--- src/rtl/exec_done_monitor.sv ---
// rtl/exec_done_monitor.sv - end-of-run detector for a main CPU plus PIM core pair
//
// Purpose: watches both cores for an exit ECALL (fetched ECALL_WORD with a7 == EXIT_A7),
// latches a sticky done flag and the core's cycle count at its first exit, and once both
// cores are done waits for the PIM bus to go idle and stay idle for DRAIN_CYCLES cycles
// before issuing a single stop_req pulse. wall_cycles counts the run length.
//
// Ports:
//   clk, reset                        clock, synchronous active-high reset
//   main_fetch_valid/rdata/a7/cycles  main core fetch data, x17 and cycle counter
//   pim_fetch_valid/rdata/a7/cycles   same for the PIM core
//   pim_sel                           PIM bus transaction in flight
//   clear                             synchronous soft clear, same effect as reset
//   main_done, pim_done               sticky per-core exit flags
//   main_cycles_q, pim_cycles_q       cycle count captured at each core's first exit
//   state_o                           RUN=0, WAIT_SEL=1, DRAIN=2, STOPPED=3
//   stop_req                          one-cycle end-of-run pulse
//   wall_cycles                       cycles since reset/clear, frozen once stopped

module exec_done_monitor #(
   parameter logic [31:0] ECALL_WORD   = 32'h00000073,
   parameter logic [31:0] EXIT_A7      = 32'd1,
   parameter int unsigned DRAIN_CYCLES = 3
) (
   input  logic        clk,
   input  logic        reset,
   input  logic        main_fetch_valid,
   input  logic [31:0] main_rdata,
   input  logic [31:0] main_a7,
   input  logic [63:0] main_cycles,
   input  logic        pim_fetch_valid,
   input  logic [31:0] pim_rdata,
   input  logic [31:0] pim_a7,
   input  logic [63:0] pim_cycles,
   input  logic        pim_sel,
   input  logic        clear,
   output logic        main_done,
   output logic        pim_done,
   output logic [63:0] main_cycles_q,
   output logic [63:0] pim_cycles_q,
   output logic [1:0]  state_o,
   output logic        stop_req,
   output logic [63:0] wall_cycles
);

   typedef enum logic [1:0] {
      ST_RUN      = 2'd0,
      ST_WAIT_SEL = 2'd1,
      ST_DRAIN    = 2'd2,
      ST_STOPPED  = 2'd3
   } state_t;

   localparam logic [7:0] DRAIN_LOAD = 8'(DRAIN_CYCLES - 1);

   state_t      r_state;
   state_t      w_next_state;
   logic [7:0]  r_drain_cnt;
   logic [7:0]  w_next_cnt;
   logic        w_stop;
   logic        w_restart;
   logic        w_both_done;
   logic        w_main_exit;
   logic        w_pim_exit;
   logic        r_main_done;
   logic        r_pim_done;
   logic [63:0] r_main_cycles_q;
   logic [63:0] r_pim_cycles_q;
   logic [63:0] r_wall_cycles;

   // reset and clear are interchangeable; anything seen in that cycle is discarded
   assign w_restart   = reset | clear;
   assign w_both_done = r_main_done & r_pim_done;

   // exits are ignored once the run has stopped
   assign w_main_exit = main_fetch_valid && (main_rdata == ECALL_WORD) &&
                        (main_a7 == EXIT_A7) && (r_state != ST_STOPPED);
   assign w_pim_exit  = pim_fetch_valid && (pim_rdata == ECALL_WORD) &&
                        (pim_a7 == EXIT_A7) && (r_state != ST_STOPPED);

   always_ff @(posedge clk) begin
      if (w_restart) begin
         r_state     <= ST_RUN;
         r_drain_cnt <= 8'd0;
      end else begin
         r_state     <= w_next_state;
         r_drain_cnt <= w_next_cnt;
      end
   end

   always_comb begin
      w_next_state = r_state;
      w_next_cnt   = r_drain_cnt;
      w_stop       = 1'b0;
      case (r_state)
         ST_RUN: begin
            if (w_both_done) begin
               if (pim_sel) begin
                  w_next_state = ST_WAIT_SEL;
               end else begin
                  w_next_state = ST_DRAIN;
                  w_next_cnt   = DRAIN_LOAD;
               end
            end
         end
         ST_WAIT_SEL: begin
            if (!pim_sel) begin
               w_next_state = ST_DRAIN;
               w_next_cnt   = DRAIN_LOAD;
            end
         end
         ST_DRAIN: begin
            // renewed bus activity restarts the whole idle window
            if (pim_sel) begin
               w_next_state = ST_WAIT_SEL;
            end else if (r_drain_cnt == 8'd0) begin
               w_next_state = ST_STOPPED;
               w_stop       = 1'b1;
            end else begin
               w_next_cnt = r_drain_cnt - 8'd1;
            end
         end
         default: begin
            w_next_state = ST_STOPPED;
         end
      endcase
   end

   always_ff @(posedge clk) begin
      if (w_restart) begin
         r_main_done     <= 1'b0;
         r_pim_done      <= 1'b0;
         r_main_cycles_q <= 64'd0;
         r_pim_cycles_q  <= 64'd0;
         r_wall_cycles   <= 64'd0;
      end else begin
         // only the first exit per core captures a cycle count
         if (w_main_exit && !r_main_done) begin
            r_main_done     <= 1'b1;
            r_main_cycles_q <= main_cycles;
         end
         if (w_pim_exit && !r_pim_done) begin
            r_pim_done     <= 1'b1;
            r_pim_cycles_q <= pim_cycles;
         end
         if ((r_state != ST_STOPPED) && (r_wall_cycles != '1)) begin
            r_wall_cycles <= r_wall_cycles + 64'd1;
         end
      end
   end

   assign main_done     = r_main_done;
   assign pim_done      = r_pim_done;
   assign main_cycles_q = r_main_cycles_q;
   assign pim_cycles_q  = r_pim_cycles_q;
   assign state_o       = r_state;
   // suppressed when the transition itself is being overridden by reset/clear
   assign stop_req      = w_stop & ~w_restart;
   assign wall_cycles   = r_wall_cycles;

endmodule

--- config.mk ---
export PLATFORM = sky130hd
export DESIGN_NAME = exec_done_monitor
export DESIGN_NICKNAME = d
export VERILOG_FILES = /design/src/rtl/exec_done_monitor.sv
export SDC_FILE = /design/constraint.sdc
export NUM_CORES = 1
export LEC_CHECK = 0
export BUFFER_PORTS_ARGS = -buffer_cell sky130_fd_sc_hd__buf_2
export CAP_MARGIN = 20
export CORE_UTILIZATION = 24
export DETAILED_ROUTE_END_ITERATION = 10
export GPL_ROUTABILITY_DRIVEN = 0
export GPL_TIMING_DRIVEN = 0
export PLACE_DENSITY_LB_ADDON = 0.2
export SYNTH_ARGS = -nofsm -noshare
export SYNTH_HDL_FRONTEND = slang
export SYNTH_SLANG_ARGS = --single-unit
--- constraint.sdc ---
create_clock -name clk -period 2.4 [get_ports clk]
set_input_delay 0.48 -clock clk [delete_from_list [all_inputs] [get_ports clk]]
set_output_delay 0.48 -clock clk [all_outputs]
set_load 0.02 [all_outputs]
==> reports/metrics.csv <==
stage,metric,value,unit
sta,"Slew Viols, Final",0,
sta,Fin Clk Skew,5.65,ps
die,Die ar.,36400,µm²
synthesis,Post-Synthesis Cells,1080,
layout,# diodes,0,
synthesis,#FFs+latches synth,204,
synthesis,"EDFF count, synth",0,
sta,fin crit period,2370,ps
global_route,GRT Residual Overflow,0,
global_route,initial antenna violation count,4,
synthesis,synth top area cells,"dfxtp_1 (48%), nand2_1 (13%), a21oi_1 (9.7%)",
clocking,CTS Sinks,204,
placement,worst slack at placement,-787,ps
synthesis,Mapped Area,8560,µm²
route,DRT Pass-1 Iters,5,
route,drc violations,0,
run,Max Cap Viol,0,
clocking,# hold bufs at CTS,0,
die,die height,191,µm
layout,final core utilization,36.2,%
synthesis,"Net Count, Synth",1345,
clocking,Clock Path Buffers,3,
layout,final net count,1842,
route,total wire length,35100,µm
die,site row count,68,
clocking,clk root buf,clkbuf_16,
synthesis,asr flop ratio synth,0,%
pwr,Leak,0.00527,µW
layout,Area Overhead vs Synth,47.3,%
sta,fmax,422,MHz
pwr,Power Density,592,nW/µm²
status,outcome,"complete, no violations",
setup_path,critical path class,reg2reg,
clocking,CTS H-tree lvls,1,
synthesis,dominant synthesized flop cell,dfxtp_1,
global_route,largest net degree at the start of global routing,13,
sta,Hold WS,205,ps
layout,share of layout cells above drive strength 1,37.8,%
sta,final hold violation count,0,
clocking,CTS tree,built,
sta,worst relative slew slack,44.3,%
sta,Final period util,98.8,%
die,# IOs,459,
global_route,first-pass GRT wire length,51000,µm
route,DR WL/cell,17.1,µm
synthesis,"top cells by count, synth","nand2_1 (295), dfxtp_1 (204), a21oi_1 (166)",
route,routed vias/inst,4.66,
setup_path,critical path peak fanout,7,
clocking,CTS buffer count,25,
synthesis,Ys Warns,0,
route,initial DRC count,370,
synthesis,synth unique cells,51,
route,Vias,9542,
sta,Worst Tran Pin Value,836,ps
die,Core Footprint,34800,µm²
sta,"Setup violations, final",0,
pwr,peak supply drop,419,µV
die,Initial Utilization,24.6,%
global_route,GRT Total Usage,18.1,%
route,post-route ant nets,0,
die,Chip Width,191,µm
global_route,vias in the first global route,8761,
synthesis,Syn Area/Cell,7.93,µm²
sta,RSZ-0062 raised after global routing,yes,
setup_path,"Data arrival, critical path",2830,ps
worst_hold_path,Hold Path Class,in2reg,
synthesis,"area leader, netlist",dfxtp_1,
clocking,clk_lat worst skew,520,ps
clocking,"Clk pin slew, worst setup/hold paths",60,ps
setup_path,required time of the worst setup path,2860,ps
sta,final setup margin,30.0,ps
synthesis,top-count cell post-synth,nand2_1,
placement,DP HPWL,27300,µm
placement,PortBufs,458,
setup_path,crit path launch type,flip-flop,
setup_path,CP Capture Type,flip-flop,
synthesis,sequential area share after synthesis,47.7,%
synthesis,Synth top area share,47.7,%
-- layout make-up --
type,count,area (µm²)
well taps,455,569
clock buffers,36,747
plain buffers,55,253
fillers,3763,22200
inverters,16,60.1
repair buffers,473,2410
clock inverters,8,71.3
multi-input cells,802,4360
flip-flops and latches,204,4140
-- layer usage --
layer	GRT usage [%]	part of all wire, %	wire [µm]
met4	5.75	3.0	1040
met1	21.2	41	14300
met5	0	0.091	32
met3	3.99	6.9	2430
met2	32.5	49	17300
-- state kept, by name (all words and copies together), names as in the netlist --
| register | count |
|---|---|
| main_cycles_q | 64 |
| main_done | 1 |
| pim_cycles_q | 64 |
| pim_done | 1 |
| r_drain_cnt | 8 |
| state_o | 2 |
| wall_cycles | 64 |
-- what timing repair did --
item	4_1_cts	5_1_grt
pin swaps	7	10
resized for setup	53	46
gates cloned	0	0
endpoints found under the setup margin	185	161
buffers inserted	7	8
-- power by group --
| group | internal (µW) | switching (µW) | leakage [µW] |
|---|---|---|---|
| Sequential | 3380 | 3.45 | 0.00166 |
| Combinational | 176 | 170 | 0.00320 |
| Clock | 2250 | 1480 | 0.000407 |
-- path summary, 6_finish.rpt --
kind	startpoint	end	slack, ps	depth (start not counted)
setup / recovery	wall_cycles[0]	wall_cycles[54]	30	9
hold / removal	pim_cycles[38]	pim_cycles_q[38]	210	3
setup reg to reg	wall_cycles[0]	wall_cycles[54]	30	9
hold reg to reg	pim_cycles_q[31]	pim_cycles_q[31]	450	2
-- logic make-up after synthesis --
family	Yosys count	synth area share [%]
AND/OR/NAND/NOR	545	30.9
AO/OA/AOI/OAI	223	14.4
flip-flops	204	47.7
buffers and inverters	74	3.27
XOR/XNOR	28	2.86
multiplexers	3	0.351
adder cells (fa/ha/maj)	3	0.439
-- metrics by stage --
step | total power (µW) | area, µm² | instances | TNS [ps]
6_report | 7460 | 12600 | 2049 | 0
5_1_grt | 7770 | 12600 | 2049 | -183
4_1_cts | 7620 | 12400 | 2043 | 0
3_5_place_dp | 3820 | 11400 | 1993 | -106610
3_3_place_gp | 3810 | 11400 | 1993 | -107380
2_1_floorplan | 3540 | 8560 | 1080 | 0
-- layout by cell type, fill, tap and decap left out, drive strengths merged, types with 3 or more instances in the layout --
master	n
dfxtp	204
a21oi	166
clkbuf	88
ha	3
nand3	32
nor4	33
xor2	9
and3	9
nor4b	11
nor3	15
nand2	295
a41o	3
o31ai	16
mux2i	3
or3	20
a31oi	3
clkinv	6
or2	4
and2	3
and4	5
o211ai	5
xnor2	19
buf	476
nor2	60
inv	16
nor4bb	3
o21ai	18
nand4	28
or4	21
-- worst max-delay path: stages (launching register included) --
cell and delay [ps]:
dfxtp_4 390, ha_4 150, nand4_1 170, nor4_4 170, buf_4 190, nand2_2 60, or4_4 490, buf_6 150
or4_1 470, nand2_1 80
No activity file was read; power rests on OpenSTA's default activity.
